**config.mk**
```make
export PLATFORM = sky130hd
export DESIGN_NAME = multi38_2_seq_flat
export DESIGN_NICKNAME = d
export VERILOG_FILES = /design/src/rtl/multi38_2_seq_if.sv /design/src/rtl/multi38_2_seq.sv /design/src/flat_wrapper.sv
export SDC_FILE = /design/constraint.sdc
export NUM_CORES = 1
export LEC_CHECK = 0
export CORE_MARGIN = 2
export CORE_UTILIZATION = 50
export CTS_BUF_LIST = sky130_fd_sc_hd__clkbuf_16
export CTS_CLUSTER_DIAMETER = 200
export DETAILED_ROUTE_END_ITERATION = 12
export PLACE_DENSITY = 0.9
export SYNTH_ARGS = -nofsm -noshare
export SYNTH_HDL_FRONTEND = slang
export SYNTH_SLANG_ARGS = --single-unit
```
**constraint.sdc**
```tcl
create_clock -name clk -period 4.15 [get_ports clk]
set_input_delay 0.83 -clock clk [delete_from_list [all_inputs] [get_ports clk]]
set_output_delay 0.83 -clock clk [all_outputs]
set_load 0.02 [all_outputs]
```
**src/rtl/multi38_2_seq_if.sv**
```systemverilog
// Valid/ready bus between the part-1 CSA tree, the carry-propagate stage and the
// downstream consumer: carry-save pair in, resolved product out.
interface multi38_2_seq_if #(
    parameter int W = 38
);
    logic         in_valid;
    logic         in_ready;
    logic [W-1:0] cs_c;
    logic [W-1:0] cs_s;
    logic         out_valid;
    logic         out_ready;
    logic [W-1:0] prod;

    // Upstream/downstream environment drives pairs and accepts products
    modport master (
        output in_valid, cs_c, cs_s, out_ready,
        input  in_ready, out_valid, prod
    );

    // The carry-propagate stage itself
    modport slave (
        input  in_valid, cs_c, cs_s, out_ready,
        output in_ready, out_valid, prod
    );
endinterface

```
**src/rtl/multi38_2_seq.sv**
```systemverilog
// Second half of the 31x8 signed multiplier: resolves the carry-save pair with an
// SLICE-bit-per-cycle carry-propagate adder. Optional accumulator: MULTI38_ACC_EN.
module multi38_2_seq #(
    parameter int W     = 38,
    parameter int SLICE = 8
`ifdef MULTI38_ACC_EN
    ,
    parameter int ACC_W = 46
`endif
) (
    input  logic           clk,
    input  logic           rst,
    multi38_2_seq_if.slave bus
`ifdef MULTI38_ACC_EN
    ,
    input  logic             acc_clr,
    output logic [ACC_W-1:0] acc
`endif
);

    localparam int NSL   = (W + SLICE - 1) / SLICE;
    localparam int IDX_W = (NSL > 1) ? $clog2(NSL) : 1;
    localparam logic [IDX_W-1:0] LAST_IDX = IDX_W'(NSL - 1);

    localparam logic [1:0] S_IDLE = 2'd0;
    localparam logic [1:0] S_ADD  = 2'd1;
    localparam logic [1:0] S_DONE = 2'd2;

    logic [1:0]       r_state;
    logic [W-1:0]     r_a;
    logic [W-1:0]     r_b;
    logic [W-1:0]     r_prod;
    logic [IDX_W-1:0] r_idx;
    logic             r_carry;

    logic             w_in_ready;
    logic             w_out_valid;
    logic             w_accept;
    logic [SLICE-1:0] w_a_sl;
    logic [SLICE-1:0] w_b_sl;
    logic [SLICE:0]   w_sum;
    logic [W-1:0]     w_ins;
    logic [W-1:0]     w_mask;

    // DONE frees the input side in the same cycle the product is taken
    assign w_out_valid = (r_state == S_DONE);
    assign w_in_ready  = (r_state == S_IDLE) || (w_out_valid && bus.out_ready);
    assign w_accept    = bus.in_valid && w_in_ready;

    assign bus.in_ready  = w_in_ready;
    assign bus.out_valid = w_out_valid;
    assign bus.prod      = r_prod;

    // Slice k of both operands plus the running carry; the top slice's upper
    // bits are zero after the shift and its result bits beyond W fall off.
    assign w_a_sl = SLICE'(r_a >> (r_idx * SLICE));
    assign w_b_sl = SLICE'(r_b >> (r_idx * SLICE));
    assign w_sum  = {1'b0, w_a_sl} + {1'b0, w_b_sl} + {{SLICE{1'b0}}, r_carry};
    assign w_ins  = W'(w_sum[SLICE-1:0]) << (r_idx * SLICE);
    assign w_mask = W'({SLICE{1'b1}}) << (r_idx * SLICE);

    // NOTE: sequential state uses non-blocking assignments only, so every
    // register samples pre-edge values regardless of statement order.
    always_ff @(posedge clk) begin
        if (rst) begin
            r_state <= S_IDLE;
            r_a     <= '0;
            r_b     <= '0;
            r_prod  <= '0;
            r_idx   <= '0;
            r_carry <= 1'b0;
        end else begin
            case (r_state)
                S_IDLE, S_DONE: begin
                    if (w_accept) begin
                        // cs_c[W-1] is shifted out: part 1 already folded the sign
                        r_a     <= {bus.cs_c[W-2:0], 1'b0};
                        r_b     <= bus.cs_s;
                        r_idx   <= '0;
                        r_carry <= 1'b0;
                        r_state <= S_ADD;
                    end else if (w_out_valid && bus.out_ready) begin
                        r_state <= S_IDLE;
                    end
                end
                S_ADD: begin
                    r_prod  <= (r_prod & ~w_mask) | w_ins;
                    r_carry <= w_sum[SLICE];
                    if (r_idx == LAST_IDX) begin
                        r_idx   <= '0;
                        r_state <= S_DONE;
                    end else begin
                        r_idx <= r_idx + IDX_W'(1);
                    end
                end
                default: r_state <= S_IDLE;
            endcase
        end
    end

`ifdef MULTI38_ACC_EN
    logic [ACC_W-1:0] w_prod_sx;
    logic [ACC_W-1:0] w_acc_base;

    assign w_prod_sx  = {{(ACC_W - W){r_prod[W-1]}}, r_prod};
    assign w_acc_base = acc_clr ? '0 : acc;

    // Clear takes effect before a coincident product is added in
    always_ff @(posedge clk) begin
        if (rst) begin
            acc <= '0;
        end else if (w_out_valid && bus.out_ready) begin
            acc <= w_acc_base + w_prod_sx;
        end else if (acc_clr) begin
            acc <= '0;
        end
    end
`endif

endmodule

```
**src/flat_wrapper.sv**
```systemverilog
// flat-port wrapper written by rule: the top's interface ports become plain ports
module multi38_2_seq_flat 
#(
    parameter int W     = 38,
    parameter int SLICE = 8

)
  (clk, rst, bus_in_valid, bus_cs_c, bus_cs_s, bus_out_ready, bus_in_ready, bus_out_valid, bus_prod);
  multi38_2_seq_if #(.W(W)) bus_i ();
  input  logic clk;
  input  logic rst;
  input wire logic [$bits(bus_i.in_valid)-1:0] bus_in_valid;
  input wire logic [$bits(bus_i.cs_c)-1:0] bus_cs_c;
  input wire logic [$bits(bus_i.cs_s)-1:0] bus_cs_s;
  input wire logic [$bits(bus_i.out_ready)-1:0] bus_out_ready;
  output wire logic [$bits(bus_i.in_ready)-1:0] bus_in_ready;
  output wire logic [$bits(bus_i.out_valid)-1:0] bus_out_valid;
  output wire logic [$bits(bus_i.prod)-1:0] bus_prod;
  assign bus_i.in_valid = bus_in_valid;
  assign bus_i.cs_c = bus_cs_c;
  assign bus_i.cs_s = bus_cs_s;
  assign bus_i.out_ready = bus_out_ready;
  assign bus_in_ready = bus_i.in_ready;
  assign bus_out_valid = bus_i.out_valid;
  assign bus_prod = bus_i.prod;
  multi38_2_seq #(.W(W), .SLICE(SLICE)) u_core (.clk(clk), .rst(rst), .bus(bus_i));
endmodule
```
==> impl_metrics.py <==
metrics = {
    "sta": {
        "setup_viol_count_final": 0,
        "min_period_ns": 3.762,
        "relSlewSlack_pct": 44.63,
        "finalHoldViolations": 0,
        "fin_worst_skew_ns": 0.007522,
        "max_freq_mhz": 265.8,
        "fin_setup_tns_ns": 0,
        "rsz0062_at_grt": "false",
        "whs_ns": 0.4516,
        "timing.final.ws_setup_ns": 0.3882,
        "tightest_slew_ns": 0.8279,
        "slew_violations": 0,
        "min_period_over_period_pct": 90.65,
    },
    "synthesis": {
        "async_reset_ff_share_pct": 0,
        "synthesis.area_mm2": 0.005202,
        "yosysWarnings": 0,
        "synthFlopType": "dfxtp_1",
        "ys_seq_elements": 119,
        "synth_top_area_share_pct": 45.79,
        "synth_edf_count": 0,
        "synth_top_cell_by_area": "dfxtp_1",
        "synthTopCellsByCount": "nand2_1, dfxtp_1, a21oi_1, nor2_1, o21ai_0",
        "synth_area_leaders": "dfxtp_1, nand2_1, a21oi_1",
        "yosysSeqAreaShare_pct": 45.79,
        "syn_nets": 702,
        "synth.most_common_cell": "nand2_1",
        "syn_avg_cell_area_um2": 8.557,
        "ys_types": 51,
        "syn-instance-count": 608,
    },
    "worst_setup_path": {
        "endpoint_kind": "flip-flop",
        "crit_fanout": 16,
        "crit_type": "reg -> reg",
        "path_cells": "buf_4 > buf_4 > mux4_2 > a22o_1 > ha_1 > a2111oi_0 > o21ai_0 > a221o_1 > o21ai_0",
        "critPathRequiredTime_ns": 4.47,
        "worst_path_max_delay_cell": "dfxtp_1",
        "start_kind": "flip-flop",
        "arrival_ns": 4.08,
        "cpPeakStageDelay_ns": 0.77,
    },
    "detailed_routing": {
        "postRouteAntennaNets": 0,
        "vias": 4838,
        "detail_route.wl_per_cell_um": 15.98,
        "via_per_inst": 5.619,
        "drt_drc_violations_left": 0,
        "dr.pass1.iters": 5,
        "drt_iter0_drc": 366,
        "drt_wl_total_um": 13760,
    },
    "global_routing": {
        "antenna_found_initial": 0,
        "grt_pass1_wl_um": 22870,
        "overflow": 0,
        "grt_max_degree": 76,
        "grt_use_total_pct": 25.50,
        "first_global_vias": 4858,
    },
    "cts": {
        "cts-buffers-inserted": 17,
        "cts_tree": "yes",
        "cts_resized": 0,
        "postCtsSetupRepairBufs": 0,
        "clk_pin_slew_worst_paths_ns": 0.05,
        "clockBufferDepth": 2,
        "clk-insertion-delay-late_ns": 0.41,
        "cts-htree-levels": 4,
        "root_buffer": "clkbuf_16",
        "clock_sinks": 119,
        "cts_hold_buf": 0,
    },
    "placed_design": {
        "post-place-ws_ns": 0.6009,
        "dp_hpwl_um": 9429,
        "gp_congestion": 0.8433,
        "io_buffers": 118,
    },
    "power": {
        "power.total_mw": 2.907,
        "clock_power_share_pct": 44.6,
        "pwr-share-seq_pct": 42.4,
        "p_leak_nw": 2.574,
        "switchingPower_mw": 0.7319,
        "intPower_mw": 2.175,
        "combPwrFrac_pct": 13.0,
        "ir_drop_mv": 0.2714,
        "switching_share_pct": 25.18,
        "powerDensity_mw_per_mm2": 419.0,
    },
    "cells_and_area": {
        "final_nets": 807,
        "nFillCells": 752,
        "layout-drive-gt1-share_pct": 8.138,
        "final_util_pct": 67.81,
        "area_delta_synth_final_pct": 33.36,
        "diodes": 0,
    },
    "hold_path": {
        "min_path_type": "reg -> reg",
    },
    "run": {
        "drv_cap": 0,
    },
    "run_status": {
        "outcome": "complete, no violations",
    },
    "floorplanning": {
        "row_count": 37,
        "die_y_um": 106.0,
        "dieArea_mm2": 0.01124,
        "io_pins": 120,
        "die_w_um": 106.0,
        "start_util_pct": 50.85,
        "coreArea_mm2": 0.01023,
    },
}
-- through the flow --
stage                     instances  area [um^2]
after detailed placement        830         6417
after global placement          830         6417
final                           861         6938
after CTS                       861         6938
after floorplan                 608         5202
after global routing            861         6938
-- placed cells by master, fill, tap and decap left out, types with 7 or more instances in the layout --
cell	synthesis	final
nand2_1	179	179
mux4_2	13	13
ha_1	12	12
nor2_1	28	28
a22oi_1	12	12
o21ai_0	23	23
dfxtp_1	119	119
a22o_1	9	9
nand3_1	11	11
inv_1	8	10
clkbuf_16	0	17
buf_4	4	7
a21oi_1	88	88
clkdlybuf4s50_1	0	117
-- per-layer routing --
| metal | GRT usage (%) | vias to the layer above | share of wire, % | wire length [um] |
|---|---|---|---|---|
| met3 | 6.009 | 34 | 7.0 | 969 |
| met5 | 0 | - | 0 | 0 |
| met1 | 30.50 | 2256 | 40 | 5542 |
| met4 | 9.774 | 0 | 2.4 | 329 |
| met2 | 44.42 | 241 | 50 | 6920 |
| li1 | - | 2307 | - | - |
-- power groups by stage --
| stage | combinational (mW) | sequential (mW) | clock (mW) |
|---|---|---|---|
| after global routing | 0.410 | 1.24 | 1.36 |
| after global placement | 0.357 | 1.25 | 0 |
| after floorplan | 0.230 | 1.25 | 0 |
| after detailed placement | 0.368 | 1.25 | 0 |
| after CTS | 0.374 | 1.23 | 1.30 |
| final | 0.377 | 1.23 | 1.30 |
-- cell type report --
class                           instances  area (um^2)  area share (%)
Multi-Input combinational cell        442         2591           37.35
Tap cell                              136        170.2           2.453
Clock inverter                         14        95.09           1.371
Inverter                                8        30.03          0.4328
Clock buffer                           17        425.4           6.132
Sequential cell                       119         2382           34.34
Timing Repair Buffer                  125         1244           17.93
-- state kept, by name, indices dropped and copies added (netlist names) --
| signal | flops |
|---|---|
| u_core.bus.prod | 38 |
| u_core.r_a | 37 |
| u_core.r_b | 38 |
| u_core.r_carry | 1 |
| u_core.r_idx | 3 |
| u_core.r_state | 2 |
-- logic make-up after synthesis --
logic type	count (synthesis)	synth area share, %
AND/OR/NAND/NOR	245	20.01
AO/OA/AOI/OAI	162	18.86
flip-flops	119	45.79
buffers and inverters	47	4.545
multiplexers	18	6.638
adder cells (fa/ha/maj)	14	3.656
XOR/XNOR	3	0.5051
-- critical path, delay by kind of cell, from the launching register on --
| family | cells | cell delay (ns) |
|---|---|---|
| AOI/OAI and AO/OA | 5 | 1.58 |
| muxes | 1 | 0.49 |
| DFF | 1 | 0.77 |
| buffers and inverters | 2 | 0.55 |
| adders and majority gates | 1 | 0.27 |
-- final timing paths --
check,from,endpoint,slack (ns),depth (start not counted)
worst min-delay path,u_core.bus.prod[19]$_SDFFE_PP0P_,u_core.bus.prod[19]$_SDFFE_PP0P_,0.45,2
worst max-delay path,u_core.r_idx[0]$_SDFFE_PP0P_,u_core.bus.prod[7]$_SDFFE_PP0P_,0.39,9
worst min register to register,u_core.bus.prod[19]$_SDFFE_PP0P_,u_core.bus.prod[19]$_SDFFE_PP0P_,0.45,2
worst max register to register,u_core.r_idx[0]$_SDFFE_PP0P_,u_core.bus.prod[7]$_SDFFE_PP0P_,0.39,9
Note: power is estimated with default switching activity, not from simulation.
